<file path="src/rtl/load_store_unit.sv">
// Load/store unit: turns MEM-stage loads and stores into single bus transactions,
// stalling the pipeline until the response arrives or the access times out.
module load_store_unit #(
    parameter int TIMEOUT = 255
) (
    input  logic        clk,
    input  logic        reset,
    input  logic        MemReadM,
    input  logic        MemWriteM,
    input  logic [2:0]  funct3M,
    input  logic [31:0] ALUResultM,
    input  logic [31:0] WriteDataM,
    output logic [31:0] load_data,
    output logic        StallM,
    output logic        misaligned,
    output logic        bus_error,
    output logic        bus_req_valid,
    input  logic        bus_req_ready,
    output logic        bus_we,
    output logic [31:0] bus_addr,
    output logic [31:0] bus_wdata,
    output logic [3:0]  bus_wstrb,
    input  logic        bus_rsp_valid,
    input  logic [31:0] bus_rdata
);

    localparam int CW = (TIMEOUT > 2) ? $clog2(TIMEOUT) : 1;
    localparam logic [CW-1:0] LAST = CW'(TIMEOUT - 1);

    typedef enum logic [1:0] {IDLE, REQ, WAIT, DONE} state_t;

    state_t        state;
    logic [CW-1:0] count;
    logic [31:0]   addr_q;
    logic [31:0]   wdata_q;
    logic [3:0]    wstrb_q;
    logic          we_q;
    logic [2:0]    funct3_q;
    logic [1:0]    offset_q;

    logic        access;
    logic        illegal;
    logic        unaligned;
    logic        fault;
    logic        issue;
    logic [1:0]  offset;
    logic [31:0] new_wdata;
    logic [3:0]  new_wstrb;
    logic [31:0] lane;
    logic [31:0] extracted;

    assign access    = MemReadM | MemWriteM;
    assign offset    = ALUResultM[1:0];
    assign illegal   = (funct3M == 3'b011) || (funct3M[2:1] == 2'b11);
    assign unaligned = ((funct3M[1:0] == 2'b01) && offset[0]) ||
                       ((funct3M[1:0] == 2'b10) && (offset != 2'b00));
    assign fault     = illegal | unaligned;
    assign issue     = (state == IDLE) && access && !fault;

    // A store wins when both read and write are flagged; loads drive no strobes.
    always_comb begin
        new_wdata = WriteDataM;
        new_wstrb = 4'b1111;
        case (funct3M[1:0])
            2'b00: begin
                new_wdata = {4{WriteDataM[7:0]}};
                new_wstrb = 4'b0001 << offset;
            end
            2'b01: begin
                new_wdata = {2{WriteDataM[15:0]}};
                new_wstrb = 4'b0011 << offset;
            end
            default: begin
                new_wdata = WriteDataM;
                new_wstrb = 4'b1111;
            end
        endcase
        if (!MemWriteM) new_wstrb = 4'b0000;
    end

    assign lane = bus_rdata >> {offset_q, 3'b000};

    always_comb begin
        extracted = lane;
        case (funct3_q)
            3'b000:  extracted = {{24{lane[7]}}, lane[7:0]};
            3'b001:  extracted = {{16{lane[15]}}, lane[15:0]};
            3'b100:  extracted = {24'h000000, lane[7:0]};
            3'b101:  extracted = {16'h0000, lane[15:0]};
            default: extracted = lane;
        endcase
    end

    // The issue cycle presents the request straight from the pipeline inputs;
    // afterwards the latched copy keeps the payload stable.
    assign StallM        = issue || (state == REQ) || (state == WAIT);
    assign bus_req_valid = issue || (state == REQ);
    assign bus_addr      = (state == IDLE) ? {ALUResultM[31:2], 2'b00} : addr_q;
    assign bus_we        = (state == IDLE) ? MemWriteM : we_q;
    assign bus_wdata     = (state == IDLE) ? new_wdata : wdata_q;
    assign bus_wstrb     = (state == IDLE) ? new_wstrb : wstrb_q;

    always_ff @(posedge clk) begin
        if (reset) begin
            state      <= IDLE;
            count      <= '0;
            load_data  <= 32'h0;
            misaligned <= 1'b0;
            bus_error  <= 1'b0;
            addr_q     <= 32'h0;
            wdata_q    <= 32'h0;
            wstrb_q    <= 4'b0000;
            we_q       <= 1'b0;
            funct3_q   <= 3'b000;
            offset_q   <= 2'b00;
        end else begin
            misaligned <= 1'b0;
            bus_error  <= 1'b0;
            case (state)
                IDLE: begin
                    if (access && fault) begin
                        misaligned <= 1'b1;
                        load_data  <= 32'h0;
                    end else if (issue) begin
                        addr_q   <= {ALUResultM[31:2], 2'b00};
                        wdata_q  <= new_wdata;
                        wstrb_q  <= new_wstrb;
                        we_q     <= MemWriteM;
                        funct3_q <= funct3M;
                        offset_q <= offset;
                        count    <= '0;
                        state    <= bus_req_ready ? WAIT : REQ;
                    end
                end
                REQ: begin
                    // The response timeout is measured from acceptance, so restart it here.
                    if (bus_req_ready) begin
                        count <= '0;
                        state <= WAIT;
                    end else if (count == LAST) begin
                        bus_error <= 1'b1;
                        load_data <= 32'h0;
                        state     <= DONE;
                    end else begin
                        count <= count + CW'(1);
                    end
                end
                WAIT: begin
                    if (bus_rsp_valid) begin
                        if (!we_q) load_data <= extracted;
                        state <= DONE;
                    end else if (count == LAST) begin
                        bus_error <= 1'b1;
                        load_data <= 32'h0;
                        state     <= DONE;
                    end else begin
                        count <= count + CW'(1);
                    end
                end
                default: state <= IDLE;
            endcase
        end
    end

endmodule

</file>
<file path="config.mk">
export PLATFORM = sky130hd
export DESIGN_NAME = load_store_unit
export DESIGN_NICKNAME = d
export VERILOG_FILES = /design/src/rtl/load_store_unit.sv
export SDC_FILE = /design/constraint.sdc
export NUM_CORES = 1
export LEC_CHECK = 0
export ABC_AREA = 1
export CAP_MARGIN = 20
export CORE_MARGIN = 2
export CORE_UTILIZATION = 26
export CTS_BUF_LIST = sky130_fd_sc_hd__clkbuf_4 sky130_fd_sc_hd__clkbuf_8
export DETAILED_ROUTE_END_ITERATION = 7
export PLACE_DENSITY = 0.55
export RECOVER_POWER = 100
export SYNTH_ARGS = -nofsm -noshare
export SYNTH_HDL_FRONTEND = slang
export SYNTH_SLANG_ARGS = --single-unit
</file>
<file path="constraint.sdc">
create_clock -name clk -period 3.4 [get_ports clk]
set_input_delay 0.68 -clock clk [delete_from_list [all_inputs] [get_ports clk]]
set_output_delay 0.68 -clock clk [all_outputs]
set_load 0.1 [all_outputs]
</file>
==> results.md, run 1 <==
* Status: complete, no violations
* Crit Path Max Fanout at 15
* Register area share after synthesis at 0.365
* Sink Count at 116
* Wire per inst at 14.3 µm
* Critical-path cell list: dlygate4sd3_1 > nor2_1 > buf_4 > o21ai_0 > nand2_1 > o21ai_1 > buf_2
* Yosys top cell area share at 0.365
* Antenna Nets Post-Route at 0
* Crit share post-route at 0.956
* Number of global-route vias before repair at 6146
* RSZ-0062 raised after global routing: no
* Worst hold path class: register to register
* GP Congestion at 0.816
* Cell row count at 57
* DR vias at 6731
* Clock latency at the later pin of the worst-skew pair at 440 ps
* Post-Syn Area at 6360 µm²
* Synth Instances at 954
* Max Slew Vio Count at 0
* Arrival time at the worst endpoint at 2570 ps
* Synth warnings at 0
* Pre-Repair DR Iteration Count at 5
* Compound-Gate Fraction of Synth Area at 0.255
* Worst Tran Pin Value at 1250 ps
* Cell taking the most area after synthesis: dfxtp_1
* Port Buffers at 207
* Worst setup SP type: input pin
* Post-synthesis xor/xnor area fraction at 0.00138
* Vias per Instance at 4.59
* Maximum vdd drop at 0.769 mV
* Largest net degree at the start of global routing at 99
* Initial antenna violation count at 1
* CTS Hold Buffers Added at 0
* DRT iter0 DRCs at 362
* Total global-route track usage at 0.163
* Worst clock skew at 15.4 ps
* Routed WL at 21.0 mm
* Num CTS Buffers at 17
* Starting Density at 0.263
* Core area at 24200 µm²
* Die area at 25700 µm²
* Critical path required time at 2720 ps
* Synth Flop Type: dfxtp_1
* Post_cts resized at 0
* CTS clk-pin slew, worst paths at 70 ps
* Worst reg2reg path depth at 8
* Library cells used by synthesis at 36
* Die Width at 160 µm
* Mux cell area share after synthesis at 0.0236
* Maxcap violations at 0
* H-tree Lvls at 4
* Root Buffer: clkbuf_8
* DPL Wire Length at 15.0 mm
* Post-CTS Setup Inserts at 0
* Simple-gate share of the synthesized area at 0.238
* Cells after DPL at 1433
* Crit path from: funct3M[1]
* Final Cell Area at 8810 µm²
* Asr flop ratio synth at 0
* Final hold viol count at 0
* Slew margin rel. at 0.169
* RR Endpoint: funct3_q[1]$_SDFFE_PP0P_
* Post-DP Area at 8820 µm²
* Final nets at 1240
* Synth top area cells: dfxtp_1 (37%), nand2_1 (16%), o21ai_0 (12%), a21oi_1 (9.3%), inv_1 (5.5%)
* Synthesis-to-finish area growth at 38.5%
* Residual DRC at 0
* Cell Pwr Density at 1030 nW/µm²
* End point of the critical path: bus_wdata[14]
* I/O pin count at 210
* Reg2reg setup slack at 560 ps
* Post-route minimum period at 3250 ps
* Setup violators final at 0
* R2R Path Start: state[0]$_SDFFE_PP0P_
* Critical path's largest stage delay at 790 ps
* First-pass GRT wire length at 33.8 mm
* Critical Path End Type: output port
* Synthesized area per cell at 6.67 µm²
* Post-synth EDFFs at 0
* Die Height at 160 µm
* Global route overflow at 0
* Largest family of logic cells by synthesized area: compound AO/OA/AOI/OAI gates
* Share of layout cells above drive strength 1 at 0.117
* Worst-case clock buffer depth at 2
* CTS tree: done
* FMAX at 308 MHz
* Critical path class: input pin to output port
* Leakage power at 3.68 nW
* Fin cells at 1466
* Adder-Cell Fraction of Synth Area at 0.0138
* Number of synthesized register bits at 116
* Slowest library cell on the worst path: dlygate4sd3_1
worst min-delay path by stage:
stage | cells after the start | startpoint | slack, ps | endpoint
floorplan | 2 | addr_q[2]$_SDFFE_PP0P_ | 420 | addr_q[2]$_SDFFE_PP0P_
global placement | 2 | wdata_q[12]$_SDFFE_PP0P_ | 440 | wdata_q[12]$_SDFFE_PP0P_
detailed placement | 2 | wdata_q[8]$_SDFFE_PP0P_ | 440 | wdata_q[8]$_SDFFE_PP0P_
CTS | 2 | wdata_q[6]$_SDFFE_PP0P_ | 450 | wdata_q[6]$_SDFFE_PP0P_
global route | 2 | wdata_q[8]$_SDFFE_PP0P_ | 460 | wdata_q[8]$_SDFFE_PP0P_
finish | 2 | wdata_q[6]$_SDFFE_PP0P_ | 450 | wdata_q[6]$_SDFFE_PP0P_
cell usage after synthesis, drive strengths merged (2+ instances only):
| master | n |
|---|---|
| a22oi | 7 |
| o211a | 8 |
| dfxtp | 116 |
| nor3 | 4 |
| mux2i | 15 |
| clkbuf | 34 |
| nand3 | 43 |
| nor2 | 24 |
| buf | 29 |
| nand2 | 276 |
| inv | 97 |
| o211ai | 7 |
| o21ai | 155 |
| a22o | 3 |
| a21oi | 120 |
| nand4 | 2 |
| ha | 7 |
metrics by stage:
stage	utilization	worst slack [ps]	hold slack [ps]	total power [mW]	setup TNS, ps
global placement	0.365	369	436	8.19	0
floorplan	-	-497	424	6.37	-11910
finish	0.364	149	450	9.07	0
detailed placement	0.365	302	443	8.20	0
global route	0.364	41.5	464	9.56	0
CTS	0.383	282	454	9.70	0
logic make-up (layout without fill, tap and decap cells):
group	Yosys count	in the layout
AOI/OAI and AO/OA	303	303
xor gates and xnor gates	1	1
adders and majority gates	7	7
buffers and inverters	161	347
DFF	116	116
muxes	15	15
other	1	3
and+or+nand+nor	350	350
placed cells by master, fill, tap and decap left out, types with 7 or more instances in the layout:
cell,synthesis,routed
a21oi_1,118,118
a22oi_1,7,7
buf_12,0,15
buf_2,17,12
buf_4,3,9
clkbuf_1,34,21
clkbuf_2,0,33
clkbuf_4,0,9
clkbuf_8,0,17
clkdlybuf4s50_1,0,102
dfxtp_1,116,116
dlygate4sd3_1,0,15
inv_1,93,92
mux2i_1,15,15
nand2_1,269,272
nand3_1,37,39
nor2_1,16,20
o211a_1,8,8
o211ai_1,7,7
o21ai_0,154,120
o21ai_1,1,35
flip-flops by register name, summed over array words and instances (netlist names):
name / cells
wdata_q: 32
we_q: 1
misaligned: 1
load_data: 32
addr_q: 30
state: 2
bus_error: 1
wstrb_q: 4
count: 8
offset_q: 2
funct3_q: 3
per-layer routing:
layer / up-vias / part of all wire / GRT usage
met1: 3030 / 0.48 / 0.224
met2: 204 / 0.43 / 0.245
met5: - / 0 / 0
li1: 3487 / - / -
met3: 10 / 0.080 / 0.0589
met4: 0 / 0.0085 / 0.0397
area by class of cell:
class                      count  area (µm²)
fill                        2652       15400
sequential                   116        2320
timing repair buffer         217        1930
antenna                        1        2.50
inverter                      98         373
tap                          324         405
clock buffer                  18         241
multi-input combinational    678        3340
clock inverter                14         203
critical path, delay by kind of cell:
family                 cells  cell delay, ps
AOI/OAI and AO/OA          2             300
buffers and inverters      3            1430
and+or+nand+nor            2             140
where the power goes:
part	switching, mW	internal [mW]	leakage, nW
Clock	0.644	0.818	0.222
Sequential	0.0970	1.58	0.949
Combinational	4.70	1.23	2.51
Total	5.44	3.63	3.68
Note: power is estimated with default switching activity, not from simulation.
==> run 2, diff against run 1 <==
CTS_BUF_LIST = sky130_fd_sc_hd__clkbuf_2 sky130_fd_sc_hd__clkbuf_4 sky130_fd_sc_hd__clkbuf_8   (was sky130_fd_sc_hd__clkbuf_4 sky130_fd_sc_hd__clkbuf_8)
CTS_CLUSTER_SIZE = 12   (was default)
==> results of run 2 <==
The final DEF is identical to that of run 1; final timing and power are the same.
==> run 3, diff against run 2 <==
clock period = 3.9 ns   (was 3.4 ns; I/O delays follow)
==> run 3 against run 2 <==
Effect of this change: count of clock-buffer cells in the layout rose by 3; design area rose by 1.8%; utilization rose by 0.65 points; total power fell by 14%; global-route usage fell by 0.29 points; final cell count fell by 0.14%; critical path type unchanged.
==> results.md, run 3 (same netlist as run 1, synthesis figures left out) <==
* Core area at 24200 µm²
* Post_cts resized at 0
* R2R Path Start: state[1]$_SDFFE_PP0P_
* Synthesis-to-finish area growth at 41.0%
* DPL Wire Length at 15.1 mm
* Starting Density at 0.263
* Total global-route track usage at 0.161
* Worst reg2reg path depth at 8
* RR Endpoint: funct3_q[1]$_SDFFE_PP0P_
* Ant. Diodes at 0
* Slew margin rel. at 0.192
* Register Area at 2320 µm²
* Crit share post-route at 0.910
* Design Power at 7.80 mW
* Hold Slack at 446 ps
* First-pass GRT wire length at 33.3 mm
* Crit Path Max Fanout at 24
* H-tree Lvls at 4
* Cells after DPL at 1433
* Worst clock skew at 14.7 ps
* Global route overflow at 0
* Post-DP Area at 8850 µm²
* Setup ws final at 351 ps
* Largest registers: load_data: 32 flops, wdata_q: 32 flops, addr_q: 30 flops
* Number of global-route vias before repair at 6207
* Initial antenna violation count at 1
* Die Height at 160 µm
* Final Cell Area at 8960 µm²
* Reg2reg setup slack at 1010 ps
* Post-CTS Setup Inserts at 0
* Final nets at 1240
* Post-route minimum period at 3550 ps
* Sink Count at 116
* Final Core Density at 0.371
* Maxcap violations at 0
* Setup violators final at 0
* Clock latency at the later pin of the worst-skew pair at 440 ps
* Wire per inst at 14.2 µm
* Port Buffers at 207
* Multi-input logic area at 3340 µm²
* Most frequent cells in the layout: nand2_1 (273), o21ai_0 (150), a21oi_1 (118)
* Residual DRC at 0
* Fin cells at 1464
* Arrival time at the worst endpoint at 2770 ps
* Critical Path End Type: output port
* Die area at 25700 µm²
* GP Congestion at 0.807
* Antenna Nets Post-Route at 0
* Root Buffer: clkbuf_8
* Worst hold path class: register to register
* Worst setup SP type: input pin
* Fillers at 2598
* Worst-case clock buffer depth at 2
* CTS Hold Buffers Added at 0
* Pre-Repair DR Iteration Count at 5
* DRT iter0 DRCs at 434
* Worst Tran Pin Value at 1220 ps
* I/O pin count at 210
* FMAX at 282 MHz
* Status: complete, no violations
* CTS tree: done
* Cell Pwr Density at 870 nW/µm²
* Critical path required time at 3120 ps
* Cell row count at 57
* Commonest non-fill, non-tap cell in the layout: nand2_1
* Maximum vdd drop at 0.656 mV
* CTS clk-pin slew, worst paths at 70 ps
* Num CTS Buffers at 17
* Die Width at 160 µm
* Critical path class: input pin to output port
* Setup TNS at 0 ps
* Share of layout cells above drive strength 1 at 0.111
* Vias per Instance at 4.61
* Max Slew Vio Count at 0
* Routed WL at 20.8 mm
* Final hold viol count at 0
* RSZ-0062 raised after global routing: no
* DR vias at 6751
* Largest net degree at the start of global routing at 104
* End point of the critical path: StallM
* Leakage power at 3.78 nW
* Setup WS pre-CTS at 461 ps
* Crit path from: funct3M[1]
[run 3: cell count changes in the layout (fill, tap and decap cells not counted), sizes merged]
| cell | change |
|---|---|
| bufinv | -2 |
| buf | +13 |
| inv | -3 |
| clkinv | -1 |
| dlygate4sd3 | +20 |
| diode | -1 |
| clkinvlp | +2 |
| clkbuf | -30 |
[run 3: area by class of cell]
class                           instances  share of cell area
Tap cell                              324              0.0452
Timing Repair Buffer                  217               0.238
Multi-Input combinational cell        678               0.373
Clock buffer                           21              0.0308
Clock inverter                         10              0.0120
Inverter                               98              0.0416
Sequential cell                       116               0.259
[run 3: per-layer routing]
layer | track usage | share of wire
met5 | 0 | 0.00062
met4 | 0.0307 | 0.0052
met3 | 0.0586 | 0.080
met2 | 0.257 | 0.46
met1 | 0.209 | 0.45
[run 3: worst min path at each step]
stage	start	to	slack, ps	depth (start not counted)
2_1_floorplan	addr_q[10]$_SDFFE_PP0P_	addr_q[10]$_SDFFE_PP0P_	420	2
3_3_place_gp	wdata_q[2]$_SDFFE_PP0P_	wdata_q[2]$_SDFFE_PP0P_	430	2
3_5_place_dp	wdata_q[9]$_SDFFE_PP0P_	wdata_q[9]$_SDFFE_PP0P_	440	2
4_1_cts	wdata_q[15]$_SDFFE_PP0P_	wdata_q[15]$_SDFFE_PP0P_	450	2
5_1_grt	wdata_q[9]$_SDFFE_PP0P_	wdata_q[9]$_SDFFE_PP0P_	470	2
6_report	wdata_q[2]$_SDFFE_PP0P_	wdata_q[2]$_SDFFE_PP0P_	450	2
[run 3: where the power goes]
group,internal (mW),total [mW],switching (mW)
logic,1.14,5.22,4.07
registers,1.38,1.46,0.0823
clock network,0.606,1.13,0.520
[run 3: worst max-delay path, stage by stage]
cell and delay (ps):
dlygate4sd3_1 830, buf_4 310, nand2_1 170, nand3_4 250
nand3_1 120, clkbuf_4 300
